<file path="config.mk">
export PLATFORM = sky130hd
export DESIGN_NAME = param_load_sequencer_flat
export DESIGN_NICKNAME = d
export VERILOG_FILES = /design/src/rtl/param_load_sequencer_if.sv /design/src/rtl/param_load_sequencer.sv /design/src/flat_wrapper.sv
export SDC_FILE = /design/constraint.sdc
export NUM_CORES = 1
export LEC_CHECK = 0
export CELL_PAD_IN_SITES_DETAIL_PLACEMENT = 1
export CELL_PAD_IN_SITES_GLOBAL_PLACEMENT = 1
export CORE_ASPECT_RATIO = 2
export CORE_MARGIN = 8
export CORE_UTILIZATION = 39
export DETAILED_ROUTE_END_ITERATION = 7
export GPL_TIMING_DRIVEN = 1
export PLACE_DENSITY = 0.91
export SLEW_MARGIN = 20
export SYNTH_ARGS = -nofsm -noshare
export SYNTH_HDL_FRONTEND = slang
export SYNTH_SLANG_ARGS = --single-unit
export TNS_END_PERCENT = 20
</file>
<file path="constraint.sdc">
create_clock -name clk -period 2.2 [get_ports clk]
set_input_delay 0.44 -clock clk [delete_from_list [all_inputs] [get_ports clk]]
set_output_delay 0.44 -clock clk [all_outputs]
set_load 0.1 [all_outputs]
</file>
<file path="src/rtl/param_load_sequencer_if.sv">
`default_nettype none
// ============================================================================
//  Module      : param_load_sequencer_if
//  Description : Bundle between the host bridge / controller and the RNN
//                parameter load sequencer.
//                  start, in_valid, in_data         host -> sequencer
//                  in_ready                         sequencer -> host
//                  mat_write/seli/selj/data         sequencer -> matrix store
//                  vec_write/sel/data               sequencer -> vector store
//                  busy, done, err                  sequencer -> controller
//                The "slave" modport is the sequencer's view; "master" is the
//                host/controller view.
//  Revision    : 1.0 - initial release
// ============================================================================
interface param_load_sequencer_if #(
    parameter int DW = 16
);
    logic          start;
    logic          in_valid;
    logic [DW-1:0] in_data;
    logic          in_ready;

    logic          mat_write;
    logic [1:0]    mat_seli;
    logic [3:0]    mat_selj;
    logic [DW-1:0] mat_data;

    logic          vec_write;
    logic [3:0]    vec_sel;
    logic [DW-1:0] vec_data;

    logic          busy;
    logic          done;
    logic          err;

    modport master (
        output start, in_valid, in_data,
        input  in_ready,
        input  mat_write, mat_seli, mat_selj, mat_data,
        input  vec_write, vec_sel, vec_data,
        input  busy, done, err
    );

    modport slave (
        input  start, in_valid, in_data,
        output in_ready,
        output mat_write, mat_seli, mat_selj, mat_data,
        output vec_write, vec_sel, vec_data,
        output busy, done, err
    );
endinterface
`default_nettype wire

</file>
<file path="src/rtl/param_load_sequencer.sv">
`default_nettype none
// ============================================================================
//  Module      : param_load_sequencer
//  Description : Feeds the RNN parameter stores from a valid/ready word
//                stream. After a start pulse the first ROWS*COLS words are
//                written to the matrix store in row-major order, the next
//                VLEN words to the vector store. Every store strobe appears
//                one cycle after the accepting edge. busy covers the load,
//                done pulses for one cycle when the parameters are resident.
//  Ports       : clk, reset (async, active-high)
//                bus.start/in_valid/in_data  in : load request, word stream
//                bus.in_ready                out: combinational accept enable
//                bus.mat_*                   out: matrix store strobes
//                bus.vec_*                   out: vector store strobes
//                bus.busy/done/err           out: status (registered)
//  Option      : PARAM_CHECKSUM_EN - one extra stream word after the vector
//                is compared with the mod-2^DW sum of all data words; err
//                reports a mismatch. Undefined: err is constant 0.
//  Revision    : 1.0 - initial release
// ============================================================================
module param_load_sequencer #(
    parameter int ROWS = 2,
    parameter int COLS = 4,
    parameter int VLEN = 4,
    parameter int DW   = 16
) (
    input  logic                 clk,
    input  logic                 reset,
    param_load_sequencer_if.slave bus
);

    localparam logic [1:0] C_ROW_LAST = 2'(ROWS - 1);
    localparam logic [3:0] C_COL_LAST = 4'(COLS - 1);
    localparam logic [3:0] C_VEC_LAST = 4'(VLEN - 1);

`ifdef PARAM_CHECKSUM_EN
    typedef enum logic [2:0] {
        ST_IDLE     = 3'd0,
        ST_LOAD_MAT = 3'd1,
        ST_LOAD_VEC = 3'd2,
        ST_CHECK    = 3'd3,
        ST_DONE     = 3'd4
    } state_t;
`else
    typedef enum logic [2:0] {
        ST_IDLE     = 3'd0,
        ST_LOAD_MAT = 3'd1,
        ST_LOAD_VEC = 3'd2,
        ST_DONE     = 3'd4
    } state_t;
`endif

    state_t        state_q,     state_d;
    logic [1:0]    row_q,       row_d;
    logic [3:0]    col_q,       col_d;
    logic [3:0]    idx_q,       idx_d;
    logic          mat_write_q, mat_write_d;
    logic [1:0]    mat_seli_q,  mat_seli_d;
    logic [3:0]    mat_selj_q,  mat_selj_d;
    logic [DW-1:0] mat_data_q,  mat_data_d;
    logic          vec_write_q, vec_write_d;
    logic [3:0]    vec_sel_q,   vec_sel_d;
    logic [DW-1:0] vec_data_q,  vec_data_d;
    logic          busy_q,      busy_d;
    logic          done_q,      done_d;
`ifdef PARAM_CHECKSUM_EN
    logic [DW-1:0] sum_q,       sum_d;
    logic          err_q,       err_d;
`endif

    logic w_in_ready;
    logic w_accept;

`ifdef PARAM_CHECKSUM_EN
    assign w_in_ready = (state_q == ST_LOAD_MAT) || (state_q == ST_LOAD_VEC) ||
                        (state_q == ST_CHECK);
`else
    assign w_in_ready = (state_q == ST_LOAD_MAT) || (state_q == ST_LOAD_VEC);
`endif
    assign w_accept = bus.in_valid & w_in_ready;

    always_comb begin
        state_d     = state_q;
        row_d       = row_q;
        col_d       = col_q;
        idx_d       = idx_q;
        // Strobes are single-cycle; select/data hold their last value.
        mat_write_d = 1'b0;
        mat_seli_d  = mat_seli_q;
        mat_selj_d  = mat_selj_q;
        mat_data_d  = mat_data_q;
        vec_write_d = 1'b0;
        vec_sel_d   = vec_sel_q;
        vec_data_d  = vec_data_q;
        busy_d      = busy_q;
        done_d      = 1'b0;
`ifdef PARAM_CHECKSUM_EN
        sum_d       = sum_q;
        err_d       = err_q;
`endif

        case (state_q)
            ST_IDLE: begin
                if (bus.start) begin
                    state_d = ST_LOAD_MAT;
                    row_d   = 2'd0;
                    col_d   = 4'd0;
                    idx_d   = 4'd0;
                    busy_d  = 1'b1;
`ifdef PARAM_CHECKSUM_EN
                    sum_d   = '0;
                    err_d   = 1'b0;
`endif
                end
            end

            ST_LOAD_MAT: begin
                if (w_accept) begin
                    mat_write_d = 1'b1;
                    mat_seli_d  = row_q;
                    mat_selj_d  = col_q;
                    mat_data_d  = bus.in_data;
`ifdef PARAM_CHECKSUM_EN
                    sum_d       = sum_q + bus.in_data;
`endif
                    if (col_q == C_COL_LAST) begin
                        col_d = 4'd0;
                        if (row_q == C_ROW_LAST) begin
                            row_d   = 2'd0;
                            state_d = ST_LOAD_VEC;
                        end else begin
                            row_d = row_q + 2'd1;
                        end
                    end else begin
                        col_d = col_q + 4'd1;
                    end
                end
            end

            ST_LOAD_VEC: begin
                if (w_accept) begin
                    vec_write_d = 1'b1;
                    vec_sel_d   = idx_q;
                    vec_data_d  = bus.in_data;
`ifdef PARAM_CHECKSUM_EN
                    sum_d       = sum_q + bus.in_data;
`endif
                    if (idx_q == C_VEC_LAST) begin
                        idx_d = 4'd0;
`ifdef PARAM_CHECKSUM_EN
                        state_d = ST_CHECK;
`else
                        // done/busy land in the same cycle as the last write.
                        state_d = ST_DONE;
                        busy_d  = 1'b0;
                        done_d  = 1'b1;
`endif
                    end else begin
                        idx_d = idx_q + 4'd1;
                    end
                end
            end

`ifdef PARAM_CHECKSUM_EN
            ST_CHECK: begin
                // The compare word is consumed without any store write.
                if (w_accept) begin
                    err_d   = (bus.in_data != sum_q);
                    state_d = ST_DONE;
                    busy_d  = 1'b0;
                    done_d  = 1'b1;
                end
            end
`endif

            ST_DONE: begin
                // start is deliberately ignored here.
                state_d = ST_IDLE;
            end

            default: begin
                state_d = ST_IDLE;
            end
        endcase
    end

    always_ff @(posedge clk or posedge reset) begin
        if (reset) begin
            state_q     <= ST_IDLE;
            row_q       <= 2'd0;
            col_q       <= 4'd0;
            idx_q       <= 4'd0;
            mat_write_q <= 1'b0;
            mat_seli_q  <= 2'd0;
            mat_selj_q  <= 4'd0;
            mat_data_q  <= '0;
            vec_write_q <= 1'b0;
            vec_sel_q   <= 4'd0;
            vec_data_q  <= '0;
            busy_q      <= 1'b0;
            done_q      <= 1'b0;
`ifdef PARAM_CHECKSUM_EN
            sum_q       <= '0;
            err_q       <= 1'b0;
`endif
        end else begin
            state_q     <= state_d;
            row_q       <= row_d;
            col_q       <= col_d;
            idx_q       <= idx_d;
            mat_write_q <= mat_write_d;
            mat_seli_q  <= mat_seli_d;
            mat_selj_q  <= mat_selj_d;
            mat_data_q  <= mat_data_d;
            vec_write_q <= vec_write_d;
            vec_sel_q   <= vec_sel_d;
            vec_data_q  <= vec_data_d;
            busy_q      <= busy_d;
            done_q      <= done_d;
`ifdef PARAM_CHECKSUM_EN
            sum_q       <= sum_d;
            err_q       <= err_d;
`endif
        end
    end

    assign bus.in_ready  = w_in_ready;
    assign bus.mat_write = mat_write_q;
    assign bus.mat_seli  = mat_seli_q;
    assign bus.mat_selj  = mat_selj_q;
    assign bus.mat_data  = mat_data_q;
    assign bus.vec_write = vec_write_q;
    assign bus.vec_sel   = vec_sel_q;
    assign bus.vec_data  = vec_data_q;
    assign bus.busy      = busy_q;
    assign bus.done      = done_q;
`ifdef PARAM_CHECKSUM_EN
    assign bus.err       = err_q;
`else
    assign bus.err       = 1'b0;
`endif

endmodule
`default_nettype wire

</file>
<file path="src/flat_wrapper.sv">
// flat-port wrapper written by rule: the top's interface ports become plain ports
module param_load_sequencer_flat 
#(
    parameter int ROWS = 2,
    parameter int COLS = 4,
    parameter int VLEN = 4,
    parameter int DW   = 16
)
  (clk, reset, bus_start, bus_in_valid, bus_in_data, bus_in_ready, bus_mat_write, bus_mat_seli, bus_mat_selj, bus_mat_data, bus_vec_write, bus_vec_sel, bus_vec_data, bus_busy, bus_done, bus_err);
  param_load_sequencer_if #(.DW(DW)) bus_i ();
  input  logic clk;
  input  logic reset;
  input wire logic [$bits(bus_i.start)-1:0] bus_start;
  input wire logic [$bits(bus_i.in_valid)-1:0] bus_in_valid;
  input wire logic [$bits(bus_i.in_data)-1:0] bus_in_data;
  output wire logic [$bits(bus_i.in_ready)-1:0] bus_in_ready;
  output wire logic [$bits(bus_i.mat_write)-1:0] bus_mat_write;
  output wire logic [$bits(bus_i.mat_seli)-1:0] bus_mat_seli;
  output wire logic [$bits(bus_i.mat_selj)-1:0] bus_mat_selj;
  output wire logic [$bits(bus_i.mat_data)-1:0] bus_mat_data;
  output wire logic [$bits(bus_i.vec_write)-1:0] bus_vec_write;
  output wire logic [$bits(bus_i.vec_sel)-1:0] bus_vec_sel;
  output wire logic [$bits(bus_i.vec_data)-1:0] bus_vec_data;
  output wire logic [$bits(bus_i.busy)-1:0] bus_busy;
  output wire logic [$bits(bus_i.done)-1:0] bus_done;
  output wire logic [$bits(bus_i.err)-1:0] bus_err;
  assign bus_i.start = bus_start;
  assign bus_i.in_valid = bus_in_valid;
  assign bus_i.in_data = bus_in_data;
  assign bus_in_ready = bus_i.in_ready;
  assign bus_mat_write = bus_i.mat_write;
  assign bus_mat_seli = bus_i.mat_seli;
  assign bus_mat_selj = bus_i.mat_selj;
  assign bus_mat_data = bus_i.mat_data;
  assign bus_vec_write = bus_i.vec_write;
  assign bus_vec_sel = bus_i.vec_sel;
  assign bus_vec_data = bus_i.vec_data;
  assign bus_busy = bus_i.busy;
  assign bus_done = bus_i.done;
  assign bus_err = bus_i.err;
  param_load_sequencer #(.ROWS(ROWS), .COLS(COLS), .VLEN(VLEN), .DW(DW)) u_core (.clk(clk), .reset(reset), .bus(bus_i));
endmodule
</file>
==> flow_summary.ini, run 1 <==
[outcome]
status = finished clean

[sta]
finalWorstSetupSlack_ps = 311
rsz0062_at_grt = false
hold_violations = 0
min_period_over_period_pct = 85.9
min_period_ps = 1890
setup_tns_ps = 0
fmaxAchievable_mhz = 529
slew_viol_final = 0
final-setup-viol-count = 0
clock_skew_ps = 7.41

[global_routing]
grt_pass1_wl_mm = 10.6
antenna_found_initial = 0
grt_util_all_layers_pct = 14.8
grt_pass1_vias = 1948
grt-ovfl-total = 0
grt_max_degree = 29

[layout]
multi_input_area_um2 = 951
drive_above_1_share_pct = 46.0
areaGrowthSynthToFinish_pct = 36.6
layout_common_cells = 59 x dfrtp_1, 51 x buf_4, 27 x mux2_2
nets = 271
layout_commonest_cell = dfrtp_1
regArea_um2 = 1480
fill_cells = 654
antenna_cells = 0

[placement]
dp_hpwl_mm = 4.72
place_congestion = 0.813
dp_slack_ps = 291
io_buffer_count = 66

[synth]
ys_types = 38
netlist_instances = 175
yosys_warnings = 0
async_flop_share_pct = 100
syn_avg_cell_area_um2 = 14.6
ys_seq_area_share_pct = 57.7
synth_ff_type = dfrtp_1
syn_nets = 197
synth-seq-cells = 59
netlist_area_um2 = 2560
synth_edf_count = 0

[setup_path]
cp_max_fo = 15
worst_setup_path_start_kind = flip-flop
rr_worst_depth = 4
critPathKind = reg2out
r2r-start = u_core.idx_q[1]$_DFFE_PP0P_
worstSetupEndpointType = primary output
required_ps = 1760
cp.arrival_ps = 1450
worstSetupStartpoint = u_core.state_q[0]$_DFFE_PP0P_

[clock_network]
postCtsSetupBuffers = 0
ctsResizeCount = 0
holdBufCountCts = 0
cts_made_buffers = 9
cts_tree = yes
clock_sinks = 59
cts_max_level = 3
path_clk_slew_ps = 50
ctsLongestPathBuffers = 2
clock_latency_ps = 330
clockRootBuffer = clkbuf_16

[drt]
via_per_inst = 5.01
dr_total_vias = 1702
final_antenna_net_count = 0
drcViolationCount = 0
routed_wl_mm = 6.48
first_pass_iters = 4
wl_per_cell_um = 19.0
drtIter0Drc = 69

[floorplanning]
fp.dieW_um = 73.3
coreArea_um2 = 6460
dieArea_um2 = 9560
row_count = 42
pin_count = 68
start_util_pct = 39.6
die_y_um = 131

[hold_path]
min_path_type = in2async

[flow_run]
max_cap_viol_count = 0
==> routing by layer <==
layer / up-vias / track usage [%] / wire (um)
li1: 770 / - / -
met1: 860 / 16.5 / 2600
met2: 62 / 23.7 / 3280
met3: 10 / 6.19 / 497
met4: 0 / 7.13 / 105
met5: - / 0 / 0
==> through the flow <==
step / cells / cell area [um^2] / hold slack (ps) / utilization, %
floorplan: 175 / 2560 / 497 / -
global placement: 326 / 3190 / 496 / 49.4
detailed placement: 326 / 3190 / 498 / 49.4
CTS: 340 / 3490 / 443 / 54.1
global route: 340 / 3490 / 472 / 54.1
finish: 340 / 3490 / 434 / 54.1
==> worst paths after layout <==
| kind | slack, ps | to |
|---|---|---|
| min | 430 | u_core.bus.mat_data[8]$_DFFE_PP0P_ |
| max reg2reg | 530 | u_core.bus.busy$_DFFE_PP0P_ |
| max in group asynchronous | 1260 | u_core.state_q[1]$_DFFE_PP0P_ |
| min reg2reg | 510 | u_core.bus.vec_data[0]$_DFFE_PP0P_ |
| max | 310 | bus_in_ready |
| min in group clk | 510 | u_core.bus.vec_data[0]$_DFFE_PP0P_ |
==> worst max-delay path: stages (launching register included) <==
cell	delay, ps
dfrtp_1	630
xnor2_1	160
nor2_2	150
buf_12	190
==> cell type report <==
| class | count | share of cell area (%) |
|---|---|---|
| flip-flops and latches | 59 | 42.2 |
| inverters | 6 | 0.644 |
| clock inverters | 2 | 1.00 |
| repair buffers | 73 | 18.1 |
| multi-input cells | 100 | 27.2 |
| well taps | 88 | 3.15 |
| clock buffers | 12 | 7.63 |
==> cells by family after synthesis <==
logic type	Yosys count	share of synthesized area (%)
flops	59	57.7
mux	45	21.9
simple gates	34	9.74
compound gates	17	4.01
buf+inv	16	5.19
fa+ha+maj	2	0.978
other cells	1	0.147
xor+xnor	1	0.343
==> cells in the mapped netlist (all sizes together), types with 2 or more instances <==
cell | count | area, um^2
a21oi | 3 | 15.0
a31oi | 2 | 12.5
and4bb | 4 | 50.0
buf | 10 | 110
dfrtp | 59 | 1480
ha | 2 | 25.0
inv | 6 | 22.5
mux2 | 42 | 529
mux2i | 3 | 30.0
nand2 | 3 | 11.3
nand2b | 3 | 18.8
nand3 | 4 | 20.0
nand4 | 4 | 40.0
nor2 | 4 | 15.0
nor3 | 3 | 15.0
o211ai | 2 | 15.0
o21ai | 7 | 35.0
or2 | 2 | 15.0
==> flip-flops by register name, summed over array words and instances (netlist names) <==
signal,cells
u_core.bus.mat_data,16
u_core.bus.vec_data,16
u_core.bus.mat_selj,4
u_core.bus.vec_sel,4
u_core.col_q,4
u_core.idx_q,4
u_core.state_q,3
u_core.bus.mat_seli,2
u_core.row_q,2
u_core.bus.busy,1
u_core.bus.done,1
u_core.bus.mat_write,1
u_core.bus.vec_write,1
Power of run 1 is not shown: default switching activity piles up to over one toggle a cycle in this logic, so the estimate is an artifact.
==> inputs of run 2 (changes only) <==
--- a/config.mk
+++ b/config.mk
@@ -13,6 +13,7 @@
 export DETAILED_ROUTE_END_ITERATION = 7
 export GPL_TIMING_DRIVEN = 1
 export PLACE_DENSITY = 0.91
+export SETUP_SLACK_MARGIN = 0.2
 export SLEW_MARGIN = 20
 export SYNTH_ARGS = -nofsm -noshare
 export SYNTH_HDL_FRONTEND = slang
==> run 2 against run 1 <==
Hold slack better by 35 ps. Sequential share of layout area is 0.37 points higher. Clock skew down 3.1 ps. Core utilization decreased by 0.46 points. Non-clock buffer count shrank 1. Global-route usage fell by 0.74 points. Routed wire length shrank 5.2%. Register-to-register slack hardly changed. First-iteration DRC count unchanged.
==> flow_summary.ini, run 2 (synthesis results as in run 1) <==
[outcome]
status = finished clean

[setup_path]
worstSetupEndpointType = primary output
worst_setup_path_start_kind = flip-flop
cp_cell_sequence = xnor2_1 > nor2_4 > buf_12
critPathKind = reg2out
r2r-start = u_core.state_q[0]$_DFFE_PP0P_
rrSetupSlack_ps = 540
cp_slowest_stage_delay_ps = 620
critical_path.n_buffers_inverters = 1
cp.arrival_ps = 1430
required_ps = 1760
cp_slowest_cell = dfrtp_1
cpLargestDelayFamily = flip-flops
rr_endpoint = u_core.bus.vec_data[7]$_DFFE_PP0P_
cp_max_fo = 15
rr_worst_depth = 3

[hold_path]
min_path_type = in2async

[layout]
multi_input_area_um2 = 956
design_area_um2 = 3460
layout_commonest_cell = dfrtp_1
areaGrowthSynthToFinish_pct = 35.5
layout_common_cells = 59 x dfrtp_1, 50 x buf_4, 27 x mux2_2
drive_above_1_share_pct = 45.1
fill_cells = 651
antenna_cells = 0
regArea_um2 = 1480
nets = 270

[global_routing]
grt_util_all_layers_pct = 14.1
grt_pass1_wl_mm = 10.3
antenna_found_initial = 0
grt_pass1_vias = 2005
grt_max_degree = 32
grt-ovfl-total = 0

[drt]
routed_wl_mm = 6.14
drcViolationCount = 0
wl_per_cell_um = 18.0
via_per_inst = 4.94
dr_total_vias = 1685
first_pass_iters = 4
final_antenna_net_count = 0
drtIter0Drc = 69

[floorplanning]
start_util_pct = 39.6
pin_count = 68
coreArea_um2 = 6460
row_count = 42
die_y_um = 131
dieArea_um2 = 9560
fp.dieW_um = 73.3

[sta]
rsz0062_at_grt = false
final-setup-viol-count = 0
min_period_ps = 1870
hold_violations = 0
setup_tns_ps = 0
finalWorstSetupSlack_ps = 330
clock_skew_ps = 4.28
slew_viol_final = 0
min_period_over_period_pct = 85.0
fmaxAchievable_mhz = 535

[clock_network]
cts_max_level = 3
clock_sinks = 59
clock_latency_ps = 320
cts_tree = yes
holdBufCountCts = 0
cts_made_buffers = 9
path_clk_slew_ps = 50
clockRootBuffer = clkbuf_16
ctsLongestPathBuffers = 2
postCtsSetupBuffers = 0
ctsResizeCount = 0

[placement]
place_congestion = 0.807
dp_hpwl_mm = 4.51
io_buffer_count = 66
dp_slack_ps = 266
place_area_um2 = 3190

[flow_run]
max_cap_viol_count = 0
-- run 2: worst max path at each step --
stage	from	end	slack, ps	cells after the start
2_1_floorplan	reset	u_core.bus.busy$_DFFE_PP0P_	300	1
3_3_place_gp	bus_in_valid	u_core.bus.vec_sel[0]$_DFFE_PP0P_	320	4
3_5_place_dp	bus_in_valid	u_core.bus.vec_data[14]$_DFFE_PP0P_	270	4
4_1_cts	u_core.state_q[0]$_DFFE_PP0P_	bus_in_ready	320	3
5_1_grt	u_core.state_q[0]$_DFFE_PP0P_	bus_in_ready	230	3
6_report	u_core.state_q[0]$_DFFE_PP0P_	bus_in_ready	330	3
-- run 2: metrics by stage --
stage,instances,hold slack [ps],utilization [%]
global route,341,520,53.6
finish,341,469,53.6
floorplan,175,497,-
global placement,325,493,49.4
detailed placement,325,498,49.4
CTS,341,484,53.6
-- run 2: final cells by class --
type	instances	area share, %
well taps	88	3.18
inverters	6	0.650
flip-flops and latches	59	42.6
clock buffers	14	7.62
multi-input cells	100	27.6
clock inverters	2	0.289
repair buffers	72	18.1
-- run 2: metal layers --
layer,vias up,track usage [%],share of wire (%)
met3,9,6.57,7.6
met2,63,22.2,49
met5,-,0,0
met4,0,5.70,1.6
li1,768,-,-
met1,845,16.1,42
Power of run 2 is left out for the same reason.
